===== src/rtl/game_pkg.sv =====
// Shared game constants: hook/line geometry in tenths of a pixel and the hook FSM encoding.
// The color stage imports the same values for the line anchor row/column.
package game_pkg;

  localparam int GAME_SCALE    = 10;
  localparam int GAME_H_HOOK   = 2580;
  localparam int GAME_V_TOP    = 720;
  localparam int GAME_V_BOTTOM = 4700;
  localparam int POS_W         = 14;

  typedef enum logic [2:0] {
    ST_IDLE   = 3'd0,
    ST_DROP   = 3'd1,
    ST_HOLD   = 3'd2,
    ST_REEL   = 3'd3,
    ST_CAUGHT = 3'd4
  } hook_state_e;

endpackage


===== src/rtl/tick_gen.sv =====
// Free-running divider producing a one-cycle tick every TICK_DIV clocks.
// Shared by the hook and fish motion logic so both move on the same frame cadence.
module tick_gen #(
  parameter int TICK_DIV = 1000000
) (
  input  logic clk,
  input  logic rst_n,
  output logic tick
);

  localparam int                CNT_W = $clog2(TICK_DIV);
  localparam logic [CNT_W-1:0]  LAST  = CNT_W'(TICK_DIV - 1);

  logic [CNT_W-1:0] cnt;

  always_ff @(posedge clk) begin
    if (!rst_n)           cnt <= '0;
    else if (cnt == LAST) cnt <= '0;
    else                  cnt <= cnt + CNT_W'(1);
  end

  assign tick = (cnt == LAST);

endmodule


===== src/rtl/hook_position_ctrl.sv =====
// Hook position source for the renderer: cast/drop/hold/reel/caught FSM moving the hook
// vertically on motion ticks, with positions in tenths of a pixel.
module hook_position_ctrl
  import game_pkg::*;
#(
  parameter int TICK_DIV    = 1000000,
  parameter int H_HOOK      = GAME_H_HOOK,
  parameter int V_TOP       = GAME_V_TOP,
  parameter int V_BOTTOM    = GAME_V_BOTTOM,
  parameter int DROP_STEP   = 30,
  parameter int REEL_STEP   = 20,
  parameter int HOOKED_STEP = 10
) (
  input  logic        clk,
  input  logic        rst_n,
  input  logic        cast,
  input  logic        reel,
  input  logic        fish_hit,
  output logic [13:0] h_position,
  output logic [13:0] v_position,
  output logic [2:0]  state,
  output logic        hooked,
  output logic        caught
);

  localparam logic signed [14:0] V_TOP_S  = 15'(V_TOP);
  localparam logic signed [14:0] V_BOT_S  = 15'(V_BOTTOM);
  localparam logic signed [14:0] DROP_S   = 15'(DROP_STEP);
  localparam logic signed [14:0] REEL_S   = 15'(REEL_STEP);
  localparam logic signed [14:0] HOOKED_S = 15'(HOOKED_STEP);
  localparam logic [13:0]        V_TOP_U  = 14'(V_TOP);
  localparam logic [13:0]        V_BOT_U  = 14'(V_BOTTOM);

  hook_state_e       state_q, state_d;
  logic [13:0]       v_q, v_d;
  logic              hooked_q, hooked_d;
  logic              tick;
  logic signed [14:0] v_ext;
  logic signed [14:0] up_step;

  function automatic logic [13:0] clamp_v(input logic signed [14:0] x);
    if (x < V_TOP_S)      return V_TOP_U;
    else if (x > V_BOT_S) return V_BOT_U;
    else                  return x[13:0];
  endfunction

  tick_gen #(.TICK_DIV(TICK_DIV)) u_tick (
    .clk   (clk),
    .rst_n (rst_n),
    .tick  (tick)
  );

  assign v_ext   = $signed({1'b0, v_q});
  assign up_step = hooked_q ? HOOKED_S : REEL_S;

  always_comb begin
    state_d  = state_q;
    v_d      = v_q;
    hooked_d = hooked_q;
    case (state_q)
      ST_IDLE: begin
        v_d = V_TOP_U;
        if (cast) state_d = ST_DROP;
      end
      ST_DROP: begin
        if (tick) v_d = clamp_v(v_ext + DROP_S);
        if (reel)                 state_d = ST_REEL;
        else if (v_d == V_BOT_U)  state_d = ST_HOLD;
      end
      ST_HOLD: begin
        if (reel) state_d = ST_REEL;
      end
      ST_REEL: begin
        if (reel) begin
          if (tick) v_d = clamp_v(v_ext - up_step);
          if (v_d == V_TOP_U) state_d = hooked_q ? ST_CAUGHT : ST_IDLE;
        end else if (hooked_q) begin
          // The fish fights back while the player lets go of the reel.
          if (tick) v_d = clamp_v(v_ext + REEL_S);
        end else begin
          state_d = ST_HOLD;
        end
      end
      ST_CAUGHT: begin
        hooked_d = 1'b0;
        state_d  = ST_IDLE;
      end
      default: state_d = ST_IDLE;
    endcase

    // A hit racing a return to IDLE/CAUGHT is dropped so no stale fish survives the catch.
    if (fish_hit && !hooked_q &&
        (state_q == ST_DROP || state_q == ST_HOLD || state_q == ST_REEL) &&
        state_d != ST_IDLE && state_d != ST_CAUGHT)
      hooked_d = 1'b1;
  end

  always_ff @(posedge clk) begin
    if (!rst_n) begin
      state_q  <= ST_IDLE;
      v_q      <= V_TOP_U;
      hooked_q <= 1'b0;
    end else begin
      state_q  <= state_d;
      v_q      <= v_d;
      hooked_q <= hooked_d;
    end
  end

  assign h_position = 14'(H_HOOK);
  assign v_position = v_q;
  assign state      = state_q;
  assign hooked     = hooked_q;
  assign caught     = (state_q == ST_CAUGHT);

endmodule


===== config.mk =====
export PLATFORM = sky130hd
export DESIGN_NAME = hook_position_ctrl
export DESIGN_NICKNAME = d
export VERILOG_FILES = /design/src/rtl/game_pkg.sv /design/src/rtl/tick_gen.sv /design/src/rtl/hook_position_ctrl.sv
export SDC_FILE = /design/constraint.sdc
export NUM_CORES = 1
export LEC_CHECK = 0
export ABC_AREA = 1
export BUFFER_PORTS_ARGS = -buffer_cell sky130_fd_sc_hd__buf_4
export CAP_MARGIN = 20
export CORE_AREA = 5 5 93 95
export DETAILED_ROUTE_END_ITERATION = 12
export DIE_AREA = 0 0 98 100
export PLACE_DENSITY_LB_ADDON = 0.3
export SLEW_MARGIN = 5
export SYNTH_ARGS = -nofsm -noshare
export SYNTH_HDL_FRONTEND = slang
export SYNTH_SLANG_ARGS = --single-unit

===== constraint.sdc =====
create_clock -name clk -period 4.21 [get_ports clk]
set_input_delay 0 -clock clk [delete_from_list [all_inputs] [get_ports clk]]
set_output_delay 0 -clock clk [all_outputs]
set_load 0.01 [all_outputs]

# Word-level counts from Yosys, hierarchy flattened
# Index checks and enable logic that the tools add are counted.
[classes]
n_addsub = 4
multipliers = 0
div_mod_pow = 0
n_lt_le_gt_ge = 6
n_eq_ne = 10
shifts = 0
n_mux = 27
bitwise = 1
n_reduce_logical = 13
[op_table]
columns = ["cell", "count"]
rows = [
  ["14-bit 2-to-1 mux", 14],
  ["15-bit by 14-bit > comparator with 1-bit output (second input constant)", 3],
  ["15-bit by 11-bit less-than comparator with 1-bit output (second input constant)", 3],
  ["14-bit case mux with 3 select lines", 1],
  ["14-bit by 5-bit adder with 15-bit output (second input constant)", 2],
  ["3-bit 2-to-1 mux", 8],
  ["20-bit by 1-bit adder with 20-bit output (second input constant)", 1],
  ["20-bit == test (second input constant)", 1],
  ["14-bit by 5-bit subtractor with 15-bit output", 1],
  ["14-bit by 10-bit == test with 1-bit output (second input constant)", 1],
  ["14-bit by 13-bit == test with 1-bit output (second input constant)", 1],
  ["3-bit case mux with 4 select lines", 1],
  ["3-bit != test (second input constant)", 3],
  ["3-bit by 2-bit == test with 1-bit output (second input constant)", 2],
  ["3-bit nonzero test", 2],
  ["5-bit 2-to-1 mux", 1],
  ["1-bit logical AND", 4],
  ["3-bit by 1-bit == test with 1-bit output (second input constant)", 1],
  ["3-bit == test (second input constant)", 1],
  ["3-bit zero test", 1],
  ["3-bit AND reduction", 1],
  ["1-bit logical OR", 2],
  ["1-bit 2-to-1 mux", 2],
  ["2-bit nonzero test", 1],
  ["other kinds (3)", 3],
]
[word_totals]
reg_bits = 38
latch_bits = 0
ram_bits = 0
romBits = 0
in_bits = 5
n_memories = 0

# Logic depth before layout (Yosys ltp)
# Gate-level depths: netlist of the first run.
[depth]
word_depth = 16
depth_mapped = 27
mapped_depth_nobuf = 27

# By module
# Synthesis of the first run repeated with hierarchy kept, for this count alone.
[hier_totals]
cells_unflattened = 720
hier_area_um2 = 4134.0
[by_module_without_submodules]
columns = ["module", "instances", "cells_per_inst", "area_each_um2", "seq_area_each_um2"]
rows = [
  ["hook_position_ctrl", 1, 555, 3036.7, 360.3],
  ["tick_gen", 1, 165, 1097.3, 400.4],
]

# Least setup slack after synthesis of the first run
# No wires, ideal clock.
[synth_timing]
kind = "register -> register"
from = "register hooked_q (netlist: hooked)"
to = "register hooked_q (netlist: hooked)"
setup_ps = 121
arrival_time_ps = 2929
t_required_ps = 4089
path_slack_ps = 1160
stages_incl_launch_ff = 24
path_buffers = 0
period_less_slack_ps = 3050
cell_sequence = "dfxtp_1 -> ha_1 -> inv_1 -> fa_1 -> nand3_1 -> inv_1 -> nor2_2 -> nand4_1 -> nand2_1 -> inv_2 -> nor2_1 -> inv_1 -> nor2_1 -> nand3_1 -> nand3_1 -> nand2_1 -> a21boi_0 -> nand2_1 -> nor2_2 -> nand2_1 -> nand2_1 -> nand2_1 -> o21bai_1 -> a21oi_1"
[synth_between]
elab_chain_cells = 16
[synth_rtl]
columns = ["element", "line_no", "text"]
rows = [
  ["start, declared", "hook_position_ctrl.sv:36", "logic hooked_q, hooked_d;"],
  ["start signal, assigned", "hook_position_ctrl.sv:106", "hooked_q <= hooked_d;"],
  ["5-bit 2-to-1 mux", "hook_position_ctrl.sv:54", "assign up_step = hooked_q ? HOOKED_S : REEL_S;"],
  ["14-bit by 5-bit subtractor with 15-bit output", "hook_position_ctrl.sv:75", "if (tick) v_d = clamp_v(v_ext - up_step);"],
  ["15-bit by 14-bit > comparator with 1-bit output", "hook_position_ctrl.sv:43", "else if (x > V_BOT_S) return V_BOT_U;"],
  ["14-bit 2-to-1 mux", "hook_position_ctrl.sv:43", ""],
  ["14-bit 2-to-1 mux", "hook_position_ctrl.sv:42", "if (x < V_TOP_S) return V_TOP_U;"],
  ["14-bit 2-to-1 mux", "hook_position_ctrl.sv:75", ""],
  ["14-bit 2-to-1 mux", "hook_position_ctrl.sv:74", "if (reel) begin"],
  ["14-bit 2-to-1 mux", "hook_position_ctrl.sv:60", "case (state_q)"],
  ["14-bit by 10-bit == test with 1-bit output", "hook_position_ctrl.sv:76", "if (v_d == V_TOP_U) state_d = hooked_q ? ST_CAUGHT : ST_IDLE;"],
  ["3-bit 2-to-1 mux", "hook_position_ctrl.sv:76", ""],
  ["3-bit 2-to-1 mux", "hook_position_ctrl.sv:74", ""],
  ["3-bit case mux with 4 select lines", "hook_position_ctrl.sv:60", ""],
  ["3-bit nonzero test", "hook_position_ctrl.sv:94", "state_d != ST_IDLE && state_d != ST_CAUGHT)"],
  ["1-bit logical AND", "hook_position_ctrl.sv:93", "(state_q == ST_DROP || state_q == ST_HOLD || state_q == ST_REEL) &&"],
  ["1-bit logical AND (*)", "hook_position_ctrl.sv:94", ""],
  ["1-bit 2-to-1 mux or 2-bit nonzero test (tied branches)", "--", ""],
]
# Mark *: on every way between the ends. The rest lies on a longest branch, timed or not. The select of a mux whose other input is x is not followed.
# A chain may end at the register's enable or synchronous reset.

# Final worst setup path of the first run
[layout_timing]
from = "register v_q[1] (netlist: v_position[1])"
to = "register hooked_q (netlist: hooked)"
[layout_between]
elab_chain_cells = 15
[layout_rtl]
columns = ["element", "line_no", "text"]
rows = [
  ["start, declared", "hook_position_ctrl.sv:35", "logic [13:0] v_q, v_d;"],
  ["start signal, assigned", "hook_position_ctrl.sv:105", "v_q <= v_d;"],
  ["14-bit by 5-bit subtractor with 15-bit output", "hook_position_ctrl.sv:75", ""],
  ["15-bit by 14-bit > comparator with 1-bit output", "hook_position_ctrl.sv:43", ""],
  ["14-bit 2-to-1 mux", "hook_position_ctrl.sv:43", ""],
  ["14-bit 2-to-1 mux", "hook_position_ctrl.sv:42", ""],
  ["14-bit 2-to-1 mux", "hook_position_ctrl.sv:75", ""],
  ["14-bit 2-to-1 mux", "hook_position_ctrl.sv:74", ""],
  ["14-bit 2-to-1 mux", "hook_position_ctrl.sv:60", ""],
  ["14-bit by 10-bit == test with 1-bit output", "hook_position_ctrl.sv:76", ""],
  ["3-bit 2-to-1 mux", "hook_position_ctrl.sv:76", ""],
  ["3-bit 2-to-1 mux", "hook_position_ctrl.sv:74", ""],
  ["3-bit case mux with 4 select lines (*)", "hook_position_ctrl.sv:60", ""],
  ["3-bit nonzero test", "hook_position_ctrl.sv:94", ""],
  ["1-bit logical AND", "hook_position_ctrl.sv:93", ""],
  ["1-bit logical AND (*)", "hook_position_ctrl.sv:94", ""],
  ["1-bit 2-to-1 mux or 2-bit nonzero test (tied branches)", "--", ""],
]
# Marks and branches as above.

==> results.sh, run 1 <==
export IMPL_diodes=0
export IMPL_power_switching_mw=0.565
export IMPL_grt_max_degree=21
export IMPL_power_density_nw_per_um2=306
export IMPL_initial_core_util=0.538
export IMPL_muxShareOfSynthArea=0
export IMPL_p_comb_frac=0.421
export IMPL_fmax_mhz=263
export IMPL_synth_top_family_by_area="simple AND/OR/NAND/NOR gates"
export IMPL_cp_max_fo=7
export IMPL_report_final_hold_viol_count=0
export IMPL_die_w_microns=98
export IMPL_tightestPinTransition_ns=0.680
export IMPL_r2r_start="v_position[1]"
export IMPL_setup_violations=0
export IMPL_cts_tree="built"
export IMPL_nets=775
export IMPL_timing_critical_path_slowest_stage_cell="fa_1"
export IMPL_post_synth_fa_ha_maj_area_fraction=0.0353
export IMPL_nFillCells=785
export IMPL_crit_path_cell_trace="inv_1 -> ha_1 -> inv_1 -> fa_1 -> nand3_1 -> inv_1 -> nor2_2 -> nand4_1 -> nand2_1 -> inv_2 -> nor2_1 -> inv_1 -> nor2_1 -> nand3_1 -> nand3_1 -> nand2_1 -> a21boi_0 -> nand2_1 -> nor2_2 -> nand2_1 -> nand2_1 -> nand2_1 -> o21bai_1 -> a21oi_1"
export IMPL_period_needed_ns=3.80
export IMPL_syn2layout_area_growth_pct=8.30
export IMPL_p_total_mw=1.36
export IMPL_holdCritStartpoint="fish_hit"
export IMPL_drc=0
export IMPL_critPathCaptureType="flip-flop"
export IMPL_rows=32
export IMPL_critical_path_class="reg -> reg"
export IMPL_yosysSeqAreaShare=0.185
export IMPL_cts_resized=0
export IMPL_drive_gt1_frac=0.0987
export IMPL_yosys_register_bits=38
export IMPL_met3_usage=0.0632
export IMPL_path_common_cell="nand2_1"
export IMPL_synth_warnings=0
export IMPL_clock_latency_ns=0.30
export IMPL_ys_flop_type="dfxtp_1"
export IMPL_yosys_area_share_xor_xnor=0.0319
export IMPL_critPathMaxStageDelay_ns=0.43
export IMPL_multi_input_area_sq_um=2790
export IMPL_first_pass_iters=7
export IMPL_grt_busiest_layer="met2"
export IMPL_hold_end="hooked"
export IMPL_via_per_inst=5.53
export IMPL_timing_reg2reg_setup_slack_ns=0.41
export IMPL_synth_async_reset_ratio=0
export IMPL_port_buffers=23
export IMPL_gp_congestion=1.01
export IMPL_clk_transition_reported_paths_ns=0.08
export IMPL_pwr_share_seq=0.299
export IMPL_max_slew_margin_rel=0.546
export IMPL_register_area_sq_um=761
export IMPL_die_h_microns=100
export IMPL_cts_hold_buf=1
export IMPL_status="complete, no violations"
export IMPL_synth_simple_area_share=0.479
export IMPL_clkPwrFrac=0.280
export IMPL_whs_path_depth=4
export IMPL_use_met1=0.373
export IMPL_worstPathRequired_ns=4.40
export IMPL_root_buffer="clkbuf_8"
export IMPL_cts_sinks=38
export IMPL_finalCritPeriodShare=0.904
export IMPL_drtAntennaViolNets=0
export IMPL_synth_compound_area_frac=0.119
export IMPL_grt_pass1_vias=4264
export IMPL_worst_r2r_cell_count=24
export IMPL_ir_drop_v=0.000297
export IMPL_maxCapViolCount=0
export IMPL_grt_use_met2=0.427
export IMPL_vias=4767
export IMPL_die_area_sq_um=9800
export IMPL_final_common_cell="nand2_1"
export IMPL_drt_iter0_markers=417
export IMPL_cts_max_level=2
export IMPL_synth_distinct_cells=45
export IMPL_rsz0062_at_grt="no"
export IMPL_wire_per_inst_microns=16.1
export IMPL_synth_area_sq_um=4110
export IMPL_timing_rr_end="hooked"
export IMPL_worstPathArrival_ns=3.99
export IMPL_grt_remaining_overflow=0
export IMPL_netSwitchingFraction=0.415
export IMPL_p_int_mw=0.796
export IMPL_top_level_ports=38
export IMPL_core_area_sq_um=7650
export IMPL_cts_buffer_depth=2
export IMPL_cts_buffers=5
export IMPL_min_delay_path_class="in -> reg"
export IMPL_synth_edf_count=0
export IMPL_slew_viol_final=0
export IMPL_dp_hpwl_mm=11.1
export IMPL_final_cell_mix="nand2_1 (235), inv_1 (97), nor2_1 (90), nand3_1 (61), dfxtp_1 (38)"
export IMPL_syn_avg_cell_area_sq_um=5.57
export IMPL_synth_cells=739
export IMPL_worst_setup_path_start_kind="flip-flop"
export IMPL_finalClockSkew_ns=0.00621
export IMPL_grt_pass1_wl_mm=21.7
export IMPL_grt_use_total=0.277
export IMPL_leakage_nw=2.21
export IMPL_antenna_found_initial=1
export IMPL_post_cts_buffers=0
export IMPL_setup_tns_final_ns=0
export IMPL_routed_wl_mm=13.9
==> power groups by stage <==
stage / logic, mW / clock network [mW] / registers, mW
after floorplan: 0.426 / 0 / 0.404
after global placement: 0.557 / 0 / 0.414
after detailed placement: 0.553 / 0 / 0.414
after CTS: 0.557 / 0.386 / 0.405
after global routing: 0.639 / 0.404 / 0.409
final: 0.573 / 0.382 / 0.407
==> cells in the mapped netlist (6+ instances only) <==
master,instances,area (sq um)
nand2_2,8,50.1
inv_1,97,364
nor4_1,6,37.5
ha_1,10,125
clkbuf_1,7,26.3
dfxtp_1,38,761
nand3_1,61,305
buf_4,18,135
nand2_1,235,882
nor2_1,90,338
or2_2,6,37.5
a21oi_1,36,180
nand4_1,19,119
o21ai_0,25,125
xor2_1,13,114
nor3_1,12,60.1
==> through the flow <==
step / hold slack, ns / utilization / setup WS, ns / std cells / cell area, sq um
finish: 0.0776 / 0.583 / 0.406 / 862 / 4460
global route: 0.111 / 0.583 / 0.130 / 862 / 4460
CTS: 0.0803 / 0.583 / 0.505 / 862 / 4460
detailed placement: 0.255 / 0.563 / 0.531 / 853 / 4310
global placement: 0.259 / 0.563 / 0.541 / 853 / 4310
floorplan: 0.142 / - / 1.16 / 751 / 4160
==> final cells by class <==
cell class | count | area share
tap | 102 | 0.0286
sequential | 38 | 0.171
inverter | 102 | 0.0859
clock inverter | 3 | 0.0154
clock buffer | 5 | 0.0154
timing repair buffer | 34 | 0.0578
multi-input combinational | 578 | 0.626
==> flip-flops by register name (all words and copies together) (netlist names) <==
| register | flops |
|---|---|
| state | 3 |
| u_tick.cnt | 20 |
| hooked | 1 |
| v_position | 14 |
==> worst max-delay path, delay by kind of cell (launching register included) <==
family	cells	cell delay, ns
flip-flops	1	0.39
AND/OR/NAND/NOR	14	1.63
AO/OA/AOI/OAI	3	0.62
buffers and inverters	5	0.46
adder cells (fa/ha/maj)	2	0.60
==> how the worst max path moves through the flow <==
stage                     slack, ns           from  endpoint
after CTS                      0.50         hooked    hooked
after global placement         0.54         hooked    hooked
after global routing           0.13         hooked    hooked
final                          0.41  v_position[1]    hooked
after floorplan                1.16         hooked    hooked
after detailed placement       0.53         hooked    hooked
==> metal layers <==
layer,part of all wire,vias up
li1,-,2369
met1,0.44,2104
met4,0.039,2
met5,0.00094,-
met2,0.42,249
met3,0.10,43
==> logic make-up (layout without fill, tap and decap cells) <==
kind of cell,count (synthesis),after routing
flops,38,38
other cells,2,14
simple gates,453,453
compound gates,85,85
buf+inv,135,144
fa+ha+maj,11,11
xor+xnor,15,15
(Power assumes the default switching activity.)
==> inputs of run 2 (changes only) <==
--- a/config.mk
+++ b/config.mk
@@ -15,4 +15,5 @@
 export SLEW_MARGIN = 5
 export SYNTH_ARGS = -nofsm -noshare
 export SYNTH_HDL_FRONTEND = slang
+export SYNTH_HIERARCHICAL = 1
 export SYNTH_SLANG_ARGS = --single-unit
==> results.sh, run 2 <==
export IMPL_status="complete, no violations"
export IMPL_synth_cells=720
export IMPL_routed_wl_mm=13.4
export IMPL_core_area_sq_um=7650
export IMPL_largest_register_ffs=20
export IMPL_synth_warnings=6
export IMPL_whs_path_depth=5
export IMPL_whs_ns=0.0389
export IMPL_first_pass_iters=5
export IMPL_synth_simple_area_share=0.503
export IMPL_die_h_microns=100
export IMPL_antenna_found_initial=0
export IMPL_final_common_cell="nand2_1"
export IMPL_timing_critical_path_slowest_stage_cell="dfxtp_1"
export IMPL_grt_max_degree=22
export IMPL_wire_per_inst_microns=16.1
export IMPL_timing_reg2reg_setup_slack_ns=0.63
export IMPL_drive_gt1_frac=0.126
export IMPL_synth_top_family_by_area="simple AND/OR/NAND/NOR gates"
export IMPL_rsz0062_at_grt="no"
export IMPL_die_w_microns=98
export IMPL_setup_violations=0
export IMPL_rows=32
export IMPL_power_density_nw_per_um2=320
export IMPL_vias=4735
export IMPL_final_cell_mix="nand2_1 (229), nor2_1 (85), nand3_1 (77), inv_1 (71), dfxtp_1 (38)"
export IMPL_path_common_cell="nand2_1"
export IMPL_yosysSeqAreaShare=0.184
export IMPL_synth_area_leaders="nand2_1 (21%), dfxtp_1 (18%), nand3_1 (9.3%)"
export IMPL_yosysTopAreaCell="nand2_1"
export IMPL_die_area_sq_um=9800
export IMPL_drtAntennaViolNets=0
export IMPL_cts_resized=0
export IMPL_dp_hpwl_mm=10.5
export IMPL_fmax_mhz=280
export IMPL_via_per_inst=5.67
export IMPL_ys_flop_type="dfxtp_1"
export IMPL_muxShareOfSynthArea=0
export IMPL_post_synth_fa_ha_maj_area_fraction=0.0351
export IMPL_design_area_sq_um=4400
export IMPL_grt_pass1_wl_mm=21.1
export IMPL_cts_sinks=38
export IMPL_worst_r2r_cell_count=24
export IMPL_maxCapViolCount=0
export IMPL_max_slew_margin_rel=0.392
export IMPL_syn_avg_cell_area_sq_um=5.74
export IMPL_port_buffers=23
export IMPL_period_needed_ns=3.58
export IMPL_min_delay_path_class="in -> reg"
export IMPL_synth_area_sq_um=4130
export IMPL_nets=748
export IMPL_synth_async_reset_ratio=0
export IMPL_synth_edf_count=0
export IMPL_cp_max_fo=12
export IMPL_drc=0
export IMPL_synth_top_area_frac=0.208
export IMPL_finalCritPeriodShare=0.850
export IMPL_worstPathArrival_ns=3.81
export IMPL_drt_iter0_markers=423
export IMPL_crit_path_cell_trace="ha_1 -> inv_1 -> fa_1 -> inv_1 -> nor2_2 -> nor2_2 -> nand2_1 -> xor2_1 -> nand3_1 -> clkinv_1 -> nand2_1 -> nand2_1 -> nand2_1 -> nor2_2 -> nand3_1 -> nand2_1 -> nor2_1 -> nand2_1 -> nor2_2 -> nand3_2 -> nand2_2 -> nand3_2 -> nand2_1 -> a21oi_2"
export IMPL_endpoint="hooked"
export IMPL_yosys_register_bits=38
export IMPL_initial_core_util=0.541
export IMPL_critPathCaptureType="flip-flop"
export IMPL_report_final_hold_viol_count=0
export IMPL_worstPathRequired_ns=4.44
export IMPL_critical_path_class="reg -> reg"
export IMPL_finalClockSkew_ns=0.00630
export IMPL_top_level_ports=38
export IMPL_yosysMostFrequentCell="nand2_1"
export IMPL_critPathMaxStageDelay_ns=0.57
export IMPL_setup_tns_final_ns=0
export IMPL_ir_drop_v=0.000138
export IMPL_grt_remaining_overflow=0
export IMPL_cts_buffer_depth=2
export IMPL_timing_rr_end="hooked"
export IMPL_clk_transition_reported_paths_ns=0.08
export IMPL_r2r_start="hooked"
export IMPL_slew_viol_final=0
export IMPL_root_buffer="clkbuf_8"
export IMPL_placed_cell_area_sq_um=4260
export IMPL_post_cts_buffers=0
export IMPL_grt_use_total=0.267
export IMPL_synth_compound_area_frac=0.0981
export IMPL_cts_tree="built"
export IMPL_tightestPinTransition_ns=0.908
export IMPL_cts_max_level=2
export IMPL_clock_latency_ns=0.30
export IMPL_diodes=0
export IMPL_synthTopCellsByCount="nand2_1 (229), nor2_1 (85), nand3_1 (77), inv_1 (71), dfxtp_1 (38)"
export IMPL_cts_hold_buf=1
export IMPL_setup_worst_path_start="hooked"
export IMPL_grt_pass1_vias=4126
export IMPL_cts_buffers=5
export IMPL_regMostFlops="u_tick/cnt"
export IMPL_gp_congestion=1.04
export IMPL_yosys_area_share_xor_xnor=0.0381
export IMPL_synth_distinct_cells=44
export IMPL_syn2layout_area_growth_pct=6.54
export IMPL_leakage_nw=2.03
export IMPL_worst_setup_path_start_kind="flip-flop"
-- run 2: cell count changes after synthesis, moves of 6 or more --
| cell | before | now |
|---|---|---|
| o21ai_0 | 25 | 17 |
| nand3_1 | 61 | 77 |
| nor2_2 | 5 | 19 |
| nand2_1 | 235 | 229 |
| inv_1 | 97 | 71 |
| a21oi_1 | 36 | 26 |
-- run 2: worst min path at each step --
| stage | start | end | slack [ns] |
|---|---|---|---|
| floorplan | fish_hit | hooked | 0.23 |
| global placement | rst_n | v_position[9] | 0.27 |
| detailed placement | rst_n | v_position[9] | 0.27 |
| CTS | fish_hit | hooked | 0.03 |
| global route | fish_hit | hooked | 0.07 |
| finish | fish_hit | hooked | 0.04 |
-- run 2: area by class of cell --
cell class	count	area (sq um)
fillers	797	3240
multi-input cells	574	2840
flip-flops and latches	38	761
inverters	84	317
repair buffers	29	220
well taps	102	128
clock buffers	5	68.8
clock inverters	3	68.8
-- run 2: cell families (layout without fill, tap and decap cells) --
| family | after synthesis | count (layout) |
|---|---|---|
| simple gates | 464 | 464 |
| buf+inv | 120 | 121 |
| compound gates | 67 | 67 |
| flops | 38 | 38 |
| xor+xnor | 18 | 18 |
| fa+ha+maj | 11 | 11 |
| other cells | 2 | 14 |
-- run 2: worst max-delay path, delay by kind of cell, from the launching register on --
kind | cells | cell delay, ns
AND/OR/NAND/NOR | 17 | 1.75
flip-flops | 1 | 0.57
XOR/XNOR | 1 | 0.21
adder cells (fa/ha/maj) | 2 | 0.64
AO/OA/AOI/OAI | 1 | 0.11
buffers and inverters | 3 | 0.25
-- run 2: where the power goes --
group / internal, mW / switching (mW) / total (mW)
sequential: 0.377 / 0.0500 / 0.427
clock: 0.238 / 0.148 / 0.386
combinational: 0.197 / 0.400 / 0.597
total: 0.811 / 0.598 / 1.41
-- run 2: routing by layer --
layer / wire length, microns / GRT usage / up-vias / part of all wire
li1: - / - / 2303 / -
met1: 6250 / 0.387 / 2141 / 0.46
met2: 5550 / 0.396 / 253 / 0.41
met3: 1240 / 0.0417 / 38 / 0.092
met4: 414 / 0.100 / 0 / 0.031
met5: 0 / 0 / - / 0
-- run 2: stage by stage --
stage	worst slack [ns]	total power [mW]	utilization	instances
after floorplan	1.14	0.877	-	732
after global placement	0.786	1.01	0.557	826
after detailed placement	0.747	1.01	0.557	826
after CTS	0.709	1.40	0.576	835
after global routing	0.204	1.50	0.576	835
final	0.632	1.41	0.576	835
